[config.mk]
export PLATFORM = sky130hd
export DESIGN_NAME = uart_rx_majority_sampler
export DESIGN_NICKNAME = d
export VERILOG_FILES = /design/src/rtl/uart_rx_majority_sampler.sv
export SDC_FILE = /design/constraint.sdc
export NUM_CORES = 1
export LEC_CHECK = 0
export CAP_MARGIN = 20
export CELL_PAD_IN_SITES_DETAIL_PLACEMENT = 1
export CELL_PAD_IN_SITES_GLOBAL_PLACEMENT = 2
export CORE_MARGIN = 2
export CORE_UTILIZATION = 35
export DETAILED_ROUTE_END_ITERATION = 12
export GPL_TIMING_DRIVEN = 0
export PLACE_DENSITY = 0.85
export SLEW_MARGIN = 15
export SYNTH_ARGS = -nofsm -noshare
export SYNTH_HDL_FRONTEND = slang
export SYNTH_SLANG_ARGS = --single-unit
[constraint.sdc]
create_clock -name rx_clk -period 5.3 [get_ports rx_clk]
set_clock_uncertainty 0.05 [all_clocks]
set_input_delay 1.06 -clock rx_clk [delete_from_list [all_inputs] [get_ports rx_clk]]
set_output_delay 1.06 -clock rx_clk [all_outputs]
set_load 0.1 [all_outputs]
[src/rtl/uart_rx_majority_sampler.sv]
// UART RX oversampling bit sampler: takes SAMPLES votes centred on the bit midpoint and
// resolves them by majority, flagging disagreement as noise.
module uart_rx_majority_sampler #(
  parameter int unsigned PRESCALE_WIDTH = 6,
  parameter int unsigned SAMPLES        = 3
) (
  input  logic                      rx_clk,
  input  logic                      rst,
  input  logic                      enable,
  input  logic [PRESCALE_WIDTH-1:0] prescale,
  input  logic [PRESCALE_WIDTH-1:0] edge_cnt,
  input  logic                      rx_in,
  output logic                      sampled_bit,
  output logic                      bit_valid,
  output logic                      noise_flag,
  output logic                      cfg_err
);

  localparam int unsigned ExtW        = PRESCALE_WIDTH + 1;
  localparam int unsigned CntW        = $clog2(SAMPLES + 1);
  localparam int unsigned HalfWin     = (SAMPLES - 1) / 2;
  localparam int unsigned MinPrescale = 2 * SAMPLES + 2;

  if (((SAMPLES % 2) == 0) || (SAMPLES > 7)) begin : gen_bad_samples
    $error("SAMPLES must be odd and within 1..7");
  end

  typedef enum logic [1:0] {
    StIdle,
    StCollect,
    StDecide
  } state_e;

  localparam state_e FirstNext = (SAMPLES == 1) ? StDecide : StCollect;

  state_e                      state_q;
  logic   [CntW-1:0]           cnt_q;
  logic   [SAMPLES-1:0]        shreg_q;
  logic   [PRESCALE_WIDTH-1:0] last_edge_q;
  logic                        armed_q;

  logic [ExtW-1:0]    mid;
  logic [ExtW-1:0]    edge_ext;
  logic               in_win;
  logic               cfg_bad;
  logic               active;
  logic               take;
  logic [CntW-1:0]    popcnt;
  logic               vote;
  logic               noisy;
  logic [SAMPLES-1:0] shreg_shift;
  logic [CntW-1:0]    cnt_inc;

  // Window test adds HalfWin on the edge side so the lower bound never underflows.
  always_comb begin
    mid      = {1'b0, prescale} >> 1;
    edge_ext = {1'b0, edge_cnt};
    in_win   = ((edge_ext + ExtW'(HalfWin)) >= mid) && (edge_ext <= (mid + ExtW'(HalfWin)));
    cfg_bad  = {1'b0, prescale} < ExtW'(MinPrescale);
    active   = enable && !cfg_bad && !cfg_err;
    // A stalled edge counter must not add votes: sample only on a new index.
    take     = active && in_win && (!armed_q || (edge_cnt != last_edge_q));
  end

  always_comb begin
    popcnt = '0;
    for (int unsigned i = 0; i < SAMPLES; i++) begin
      popcnt = popcnt + CntW'(shreg_q[i]);
    end
    vote        = popcnt > CntW'(SAMPLES / 2);
    noisy       = (popcnt != '0) && (popcnt != CntW'(SAMPLES));
    shreg_shift = (shreg_q << 1) | SAMPLES'(rx_in);
    cnt_inc     = cnt_q + CntW'(1);
  end

  always_ff @(posedge rx_clk) begin
    if (rst) begin
      state_q     <= StIdle;
      cnt_q       <= '0;
      shreg_q     <= '0;
      last_edge_q <= '0;
      armed_q     <= 1'b0;
      sampled_bit <= 1'b0;
      bit_valid   <= 1'b0;
      noise_flag  <= 1'b0;
      cfg_err     <= 1'b0;
    end else begin
      cfg_err     <= cfg_bad;
      bit_valid   <= 1'b0;
      last_edge_q <= edge_cnt;
      armed_q     <= active && in_win;
      if (!active) begin
        state_q <= StIdle;
        cnt_q   <= '0;
      end else begin
        unique case (state_q)
          StIdle: begin
            if (take) begin
              shreg_q <= shreg_shift;
              cnt_q   <= CntW'(1);
              state_q <= FirstNext;
            end
          end
          StCollect: begin
            if (edge_cnt == '0) begin
              // Bit boundary reached with a partial window: drop it silently.
              cnt_q   <= '0;
              state_q <= StIdle;
            end else if (take) begin
              shreg_q <= shreg_shift;
              cnt_q   <= cnt_inc;
              if (cnt_inc == CntW'(SAMPLES)) begin
                state_q <= StDecide;
              end
            end
          end
          StDecide: begin
            sampled_bit <= vote;
            noise_flag  <= noisy;
            bit_valid   <= 1'b1;
            cnt_q       <= '0;
            state_q     <= StIdle;
          end
          default: begin
            cnt_q   <= '0;
            state_q <= StIdle;
          end
        endcase
      end
    end
  end

endmodule

==> impl_metrics.ini, run 1 <==
[sta]
hold_viol_final = 0
maxSlewHeadroom_pct = 35.3
rsz0062_at_grt = no
fmax_ghz = 0.293
setup_violations = 0
tns_ps = 0
worstMarginPinSlew_ps = 967
drv_slew = 0
setup_slack_ps = 1890
min_period_ps = 3410
fin_crit_sh_pct = 64.4

[placement]
place_hpwl_um = 2680
gp_congestion = 0.740
io_buffers = 18
place_ws_ps = 1590
place_inst = 208

[clock_tree]
post_cts_buffers = 0
clkLatencyLatePin_ps = 250
ctsLongestPathBuffers = 2
h-tree-depth = 1
cts-resized-gates = 0
cts_sinks = 18
cts_root_buffer = clkbuf_8
cts_tree = built
cts_buffers = 3
clk_pin_slew_ps = 70
postCtsHoldBufs = 0

[finish]
post_layout_nonfiller_instances = 211
area_growth_pct = 21.8
drive_gt1_share_pct = 9.20
num-fill-cells = 441
antenna_cells = 0
fin_nets = 198
layout_common_cells = 18 x dfxtp_1, 18 x clkdlybuf4s50_1, 16 x ha_1

[floorplan]
dieHeight_um = 64.8
fp.coreArea_sq_um = 3610
die_w_um = 64.8
rows = 22
die-area_sq_um = 4200
num_io_pins = 20
start_util_pct = 35.8

[synth]
synth_cells = 142
syn-mean-instance-area_sq_um = 9.10
ys_types = 42
ys_ff_latch = 18
synth_edf_count = 0
synthArstFlopShare_pct = 0
syn_area_sq_um = 1290
synth_nets = 175
yosys_warnings = 0
ys_seq_area_share_pct = 27.9
synth_flop_cell = dfxtp_1

[setup_path]
crit_chain = clkdlybuf4s50_1 > ha_1 > xor2_1 > ha_1 > a21o_1 > a31oi_1 > o221a_2 > nor2_1 > a311o_1
crit_type = in2reg
path_delay_family = compound AO/OA/AOI/OAI gates
start_kind = input pin
cp_slowest_cell = clkdlybuf4s50_1
worstPathMaxFanout = 7
crit_path_frequent_cell = ha_1
slowest_delay_ps = 620
required_ps = 5390
crit_buf_inv = 1
end_kind = flip-flop
worstPathArrival_ps = 3510

[route]
drtIter0Drc = 18
first_pass_iters = 3
wl_per_cell_um = 14.9
wl_um = 3130
via_per_inst = 5.18
final_antenna_net_count = 0
num_vias = 1094
remaining_drc_errors = 0

[grt]
grt_max_degree = 11
track_usage_pct = 16.9
grt_pass1_wl_um = 5420
overflow = 0
antenna_found_initial = 0
grt_pass1_vias = 1178

[pwr]
ir_drop_mv = 0.146
static-leakage-power_nw = 0.618
p_total_w = 0.000319
p_per_area_nw_per_um2 = 203

[run_status]
status = completed

[run]
maxCapViolCount = 0

[worst_hold_path]
hp-class = reg2reg
power by group:
group	internal [W]	switching, W
clock network	0.0000505	0.0000423
registers	0.000139	0.00000242
logic	0.0000379	0.0000470
stage by stage:
stage | hold WS, ps | cell area, sq um | utilization [%]
2_1_floorplan | 400 | 1290 | -
3_3_place_gp | 418 | 1530 | 42.5
3_5_place_dp | 425 | 1530 | 42.5
4_1_cts | 435 | 1570 | 43.7
5_1_grt | 454 | 1570 | 43.7
6_report | 429 | 1570 | 43.7
logic make-up after synthesis:
| logic type | synth area share [%] |
|---|---|
| AO/OA/AOI/OAI | 16.7 |
| XOR/XNOR | 8.13 |
| adder cells (fa/ha/maj) | 17.0 |
| buffers and inverters | 4.65 |
| flip-flops | 27.9 |
| multiplexers | 1.55 |
| AND/OR/NAND/NOR | 24.1 |
tightest hold or removal path, stage by stage (launching register included):
cell	delay, ps
dfxtp_1	320
nand3_1	60
mux2i_1	60
state kept, by name, indices dropped and copies added, names as in the netlist:
register / count
armed_q: 1
bit_valid: 1
cfg_err: 1
cnt_q: 2
last_edge_q: 6
noise_flag: 1
sampled_bit: 1
shreg_q: 3
state_q: 2
final cells by class:
cell class              count  area, sq um  share of cell area, %
plain buffers               2         15.0                  0.954
clock buffers               3         41.3                   2.62
inverters                  12         45.0                   2.86
multi-input cells         110          872                   55.4
flip-flops and latches     18          360                   22.9
well taps                  48         60.1                   3.82
repair buffers             18          180                   11.4
cell usage after synthesis, types with 3 or more instances:
library cell | number | share of area, %
a21oi_1 | 8 | 3.1
a31oi_1 | 4 | 1.9
dfxtp_1 | 18 | 28
ha_1 | 16 | 15
inv_1 | 12 | 3.5
nand2_1 | 6 | 1.7
nand2b_1 | 3 | 1.5
nand3_1 | 9 | 3.5
nand4_1 | 5 | 2.4
nor2_1 | 8 | 2.3
nor2b_1 | 4 | 1.9
nor3_1 | 3 | 1.2
o31ai_1 | 3 | 1.7
xnor2_1 | 11 | 7.5
metal layers:
metal	global-route usage (%)	routed length, um	up-vias
met4	5.85	44	0
met5	0	0	-
met1	20.0	1430	523
met3	3.65	70	4
li1	-	-	557
met2	29.8	1580	10
final timing paths:
check / startpoint / to / slack, ps / cells after the start
max: edge_cnt[0] / state_q[0] / 1890 / 9
min: cnt_q[1] / cnt_q[1] / 430 / 2
max reg2reg: cfg_err / state_q[0] / 3800 / 5
min reg2reg: cnt_q[1] / cnt_q[1] / 430 / 2
No activity file was read; power rests on OpenSTA's default activity.
==> run 2, diff against run 1 <==
--- a/config.mk
+++ b/config.mk
@@ -9,10 +9,10 @@
 export CELL_PAD_IN_SITES_DETAIL_PLACEMENT = 1
 export CELL_PAD_IN_SITES_GLOBAL_PLACEMENT = 2
 export CORE_MARGIN = 2
-export CORE_UTILIZATION = 35
+export CORE_UTILIZATION = 32
 export DETAILED_ROUTE_END_ITERATION = 12
 export GPL_TIMING_DRIVEN = 0
-export PLACE_DENSITY = 0.85
+export PLACE_DENSITY = 0.79
 export SLEW_MARGIN = 15
 export SYNTH_ARGS = -nofsm -noshare
 export SYNTH_HDL_FRONTEND = slang
==> constraint.sdc (replaced) <==
create_clock -name rx_clk -period 3.2 [get_ports rx_clk]
set_clock_uncertainty 0.05 [all_clocks]
set_input_delay 0.64 -clock rx_clk [delete_from_list [all_inputs] [get_ports rx_clk]]
set_output_delay 0.64 -clock rx_clk [all_outputs]
set_load 0.1 [all_outputs]
==> run 2 against run 1 <==
Compared with the run above: sequential share of layout area is essentially flat; register-to-register slack got worse by 2100 ps; sequential cell count is the same; largest cell class unchanged; first-iteration DRC count is 94% higher; count of clock-buffer cells in the layout unchanged; wire length down 0.73%; core utilization is 3.7 points lower; clock power rose by 66%; die area rose by 8.8%; critical path depth did not move; critical path type unchanged; total power is 66% higher; setup slack lost 1700 ps.
==> impl_metrics.ini, run 2 (same netlist as run 1, synthesis figures left out) <==
[placement]
gp_congestion = 0.801
io_buffers = 18
place_hpwl_um = 2680
place_inst = 210
place_ws_ps = -132

[sta]
whs_ps = 443
drv_slew = 0
min_period_ps = 3040
maxSlewHeadroom_pct = 35.6
rsz0062_at_grt = no
hold_viol_final = 0
fin_crit_sh_pct = 95.0
fmax_ghz = 0.329
setup_violations = 0
setup_slack_ps = 161
worstMarginPinSlew_ps = 963

[setup_path]
ff2ff_path_depth = 5
cp_slowest_cell = clkdlybuf4s50_1
start_kind = input pin
crit_chain = clkdlybuf4s50_1 > ha_1 > xor2_1 > ha_1 > a21o_1 > a31oi_1 > o221a_2 > nor2_1 > a311o_1
slowest_delay_ps = 640
worstPathArrival_ps = 3130
r2r_slack_ps = 1710
crit_type = in2reg
worstPathMaxFanout = 7
required_ps = 3290
r2r_end = state_q[0]
r2r_start = cfg_err
crit_path_frequent_cell = ha_1
end_kind = flip-flop

[route]
wl_um = 3110
remaining_drc_errors = 0
final_antenna_net_count = 0
first_pass_iters = 4
drtIter0Drc = 35
num_vias = 1088
via_per_inst = 5.11
wl_per_cell_um = 14.6

[finish]
area_growth_pct = 22.0
top_regs = last_edge_q: 6 flops, shreg_q: 3 flops
largest_reg_flops = 6
antenna_cells = 0
layout_common_cells = 18 x dfxtp_1, 18 x clkdlybuf4s50_1, 16 x ha_1
top_register = last_edge_q
fin_nets = 198
post_layout_nonfiller_instances = 213
num-fill-cells = 464
drive_gt1_share_pct = 9.20

[clock_tree]
clkLatencyLatePin_ps = 250
cts_tree = built
ctsLongestPathBuffers = 2
cts-resized-gates = 0
cts_buffers = 3
h-tree-depth = 1
clk_pin_slew_ps = 70
post_cts_buffers = 0
cts_sinks = 18
cts_root_buffer = clkbuf_8
postCtsHoldBufs = 0

[floorplan]
rows = 23
dieHeight_um = 67.6
start_util_pct = 32.8
die-area_sq_um = 4560
die_w_um = 67.6
fp.coreArea_sq_um = 3940
num_io_pins = 20

[pwr]
power_frac_seq_pct = 44.4
switching_share_pct = 28.7
static-leakage-power_nw = 0.618
clock_power_share_pct = 29.2
p_per_area_nw_per_um2 = 336
p_comb_share_pct = 26.4
power.switching_w = 0.000152
ir_drop_mv = 0.161
intPower_w = 0.000377
p_total_w = 0.000529

[worst_hold_path]
hold_start = cnt_q[1]
hold_depth = 2
hp-class = reg2reg
min_to = cnt_q[1]

[grt]
grt-busiest-layer = met2
antenna_found_initial = 0
use_met1_pct = 18.6
grt_pass1_wl_um = 5310
met3_usage_pct = 3.00
grt_pass1_vias = 1130
grt_max_degree = 11
overflow = 0
grt.met2_usage_pct = 28.3
track_usage_pct = 15.4

[run]
maxCapViolCount = 0

[run_status]
status = completed
==> run 2: cell counts in the layout (fill, tap and decap cells not counted) <==
No cell type changed its count.
==> run 2: stage by stage <==
stage	util [%]	TNS, ps	area, sq um
final	40.0	0	1580
after CTS	40.0	0	1580
after global routing	40.0	0	1580
after global placement	38.9	-24.0	1540
after detailed placement	38.9	-322	1540
after floorplan	-	0	1290
==> run 2: power groups by stage <==
stage	clock network, W	registers [W]	logic, W
after floorplan	0	0.000241	0.0000866
after global placement	0	0.000240	0.000134
after detailed placement	0	0.000240	0.000142
after CTS	0.000158	0.000235	0.000142
after global routing	0.000168	0.000236	0.000157
final	0.000154	0.000235	0.000140
==> run 2: worst max-delay path, delay by kind of cell <==
kind                     cells  cell delay, ps
AO/OA/AOI/OAI                4            1080
XOR/XNOR                     1             170
adder cells (fa/ha/maj)      2             530
buffers and inverters        1             640
AND/OR/NAND/NOR              1              70
==> run 2: worst max path at each step <==
stage | startpoint | end | slack, ps | cells past startpoint
3_5_place_dp | edge_cnt[1] | state_q[0] | -130 | 9
2_1_floorplan | edge_cnt[0] | state_q[0] | 810 | 8
6_report | edge_cnt[1] | state_q[0] | 160 | 9
4_1_cts | edge_cnt[1] | state_q[0] | 140 | 9
3_3_place_gp | prescale[1] | state_q[0] | -20 | 10
5_1_grt | edge_cnt[1] | state_q[0] | 30 | 9
==> run 2: final cells by class <==
cell class / count / area (sq um) / share of cell area (%)
flip-flops and latches: 18 / 360 / 22.9
repair buffers: 18 / 180 / 11.4
well taps: 50 / 62.6 / 3.97
inverters: 12 / 45.0 / 2.86
plain buffers: 2 / 15.0 / 0.952
multi-input cells: 110 / 872 / 55.3
clock buffers: 3 / 41.3 / 2.62
==> run 2: layer usage <==
metal | wire, um | vias to the layer above
li1 | - | 556
met1 | 1390 | 519
met2 | 1620 | 11
met3 | 91 | 2
met4 | 10 | 0
met5 | 0 | -
==> run 3, diff against run 2 <==
--- a/config.mk
+++ b/config.mk
@@ -9,8 +9,9 @@
 export CELL_PAD_IN_SITES_DETAIL_PLACEMENT = 1
 export CELL_PAD_IN_SITES_GLOBAL_PLACEMENT = 2
 export CORE_MARGIN = 2
-export CORE_UTILIZATION = 32
+export CORE_UTILIZATION = 38
 export DETAILED_ROUTE_END_ITERATION = 12
+export DONT_BUFFER_PORTS = 1
 export GPL_TIMING_DRIVEN = 0
 export PLACE_DENSITY = 0.79
 export SLEW_MARGIN = 15
==> run 3 against run 2 <==
Compared with the run above: sequential share of layout area up 3.4 points; total power down 13%; core utilization up 1.5 points; first-iteration DRC count down 5.7%; cell count down 10%; critical path depth down 1; highest routed layer unchanged.
==> impl_metrics.ini, run 3 (same netlist as run 1, synthesis figures left out) <==
[run_status]
status = completed

[grt]
antenna_found_initial = 0
track_usage_pct = 17.5
use_met1_pct = 21.6
grt_pass1_vias = 1163
overflow = 0
met3_usage_pct = 2.54
grt-busiest-layer = met2
grt_pass1_wl_um = 5450
grt.met2_usage_pct = 31.0
grt_max_degree = 11

[clock_tree]
cts-resized-gates = 0
cts_sinks = 18
h-tree-depth = 1
cts_buffers = 3
postCtsHoldBufs = 0
cts_root_buffer = clkbuf_4
post_cts_buffers = 0
ctsLongestPathBuffers = 2
clk_pin_slew_ps = 100
cts_tree = built
clkLatencyLatePin_ps = 280

[route]
num_vias = 1045
via_per_inst = 5.47
wl_per_cell_um = 16.4
drtIter0Drc = 33
wl_um = 3140
final_antenna_net_count = 0
first_pass_iters = 4
remaining_drc_errors = 0

[finish]
layout_common_cells = 18 x dfxtp_1, 16 x ha_1, 12 x inv_1
largest_reg_flops = 6
antenna_cells = 0
drive_gt1_share_pct = 10.3
fin_util_pct = 41.5
top_register = last_edge_q
area_growth_pct = 6.20
fin_nets = 180
num-fill-cells = 420
top_regs = last_edge_q: 6 flops, shreg_q: 3 flops
multi_input_area_sq_um = 872
final_common_cell = dfxtp_1
regArea_sq_um = 360

[sta]
fin_crit_sh_pct = 74.1
drv_slew = 0
min_period_ps = 2370
fmax_ghz = 0.422
setup_slack_ps = 829
hold_viol_final = 0
rsz0062_at_grt = no
tns_ps = 0
setup_violations = 0
maxSlewHeadroom_pct = 33.7
worstMarginPinSlew_ps = 994

[pwr]
static-leakage-power_nw = 0.542
p_per_area_nw_per_um2 = 334
ir_drop_mv = 0.106

[placement]
gp_congestion = 0.777
io_buffers = 0
place_ws_ps = 500
place_hpwl_um = 2610

[setup_path]
required_ps = 3330
worstPathMaxFanout = 7
start_kind = input pin
crit_type = in2reg
crit_chain = ha_1 > xor2_1 > ha_1 > a21o_1 > a31oi_1 > o221a_2 > nor2_1 > a311o_1
slowest_delay_ps = 330
crit_path_frequent_cell = ha_1
cp_slowest_cell = o221a_2
worstPathArrival_ps = 2500
end_kind = flip-flop

[floorplan]
rows = 21
die-area_sq_um = 3880
die_w_um = 62.3
dieHeight_um = 62.3
fp.coreArea_sq_um = 3310
num_io_pins = 20
start_util_pct = 39.0

[worst_hold_path]
hp-class = in2reg

[run]
maxCapViolCount = 0
-- run 3: changes by cell type in the layout (fill, tap and decap cells not counted) --
cell | before | now
clkdlybuf4s50_1 | 18 | 0
clkbuf_8 | 3 | 0
clkbuf_4 | 0 | 3
-- run 3: cell type report --
class | instances | share of cell area [%]
Clock buffer | 3 | 1.64
Tap cell | 46 | 4.19
Multi-Input combinational cell | 110 | 63.5
Inverter | 12 | 3.28
Sequential cell | 18 | 26.3
Buffer | 2 | 1.09
-- run 3: final timing paths --
kind	start	to	slack, ps	cells past startpoint
max reg2reg	cfg_err	state_q[0]	1100	5
min reg2reg	cnt_q[1]	cnt_q[1]	450	2
max	edge_cnt[0]	state_q[0]	830	8
min	rst	last_edge_q[2]	370	1
-- run 3: worst max-delay path: cells and delay by family --
kind	cells	cell delay (ps)
xor+xnor	1	160
compound gates	4	1110
simple gates	1	70
fa+ha+maj	2	530
-- run 3: per-stage QoR --
stage	power (W)	area [sq um]	hold slack [ps]	cells
floorplan	0.000328	1290	400	142
global placement	0.000348	1350	415	188
detailed placement	0.000354	1350	433	188
CTS	0.000463	1370	360	191
global route	0.000489	1370	348	191
finish	0.000458	1370	368	191
-- run 3: routing by layer --
layer | vias to the layer above | part of all wire [%] | wire (um)
met2 | 21 | 48 | 1510
met5 | - | 0 | 0
met4 | 0 | 1.5 | 46
li1 | 520 | - | -
met1 | 500 | 47 | 1480
met3 | 4 | 3.3 | 105
-- run 3: report_power, final --
group | total (W) | internal [W] | switching (W)
logic | 0.000111 | 0.0000485 | 0.0000627
registers | 0.000237 | 0.000231 | 0.00000673
clock network | 0.000110 | 0.0000436 | 0.0000662
total | 0.000458 | 0.000323 | 0.000136
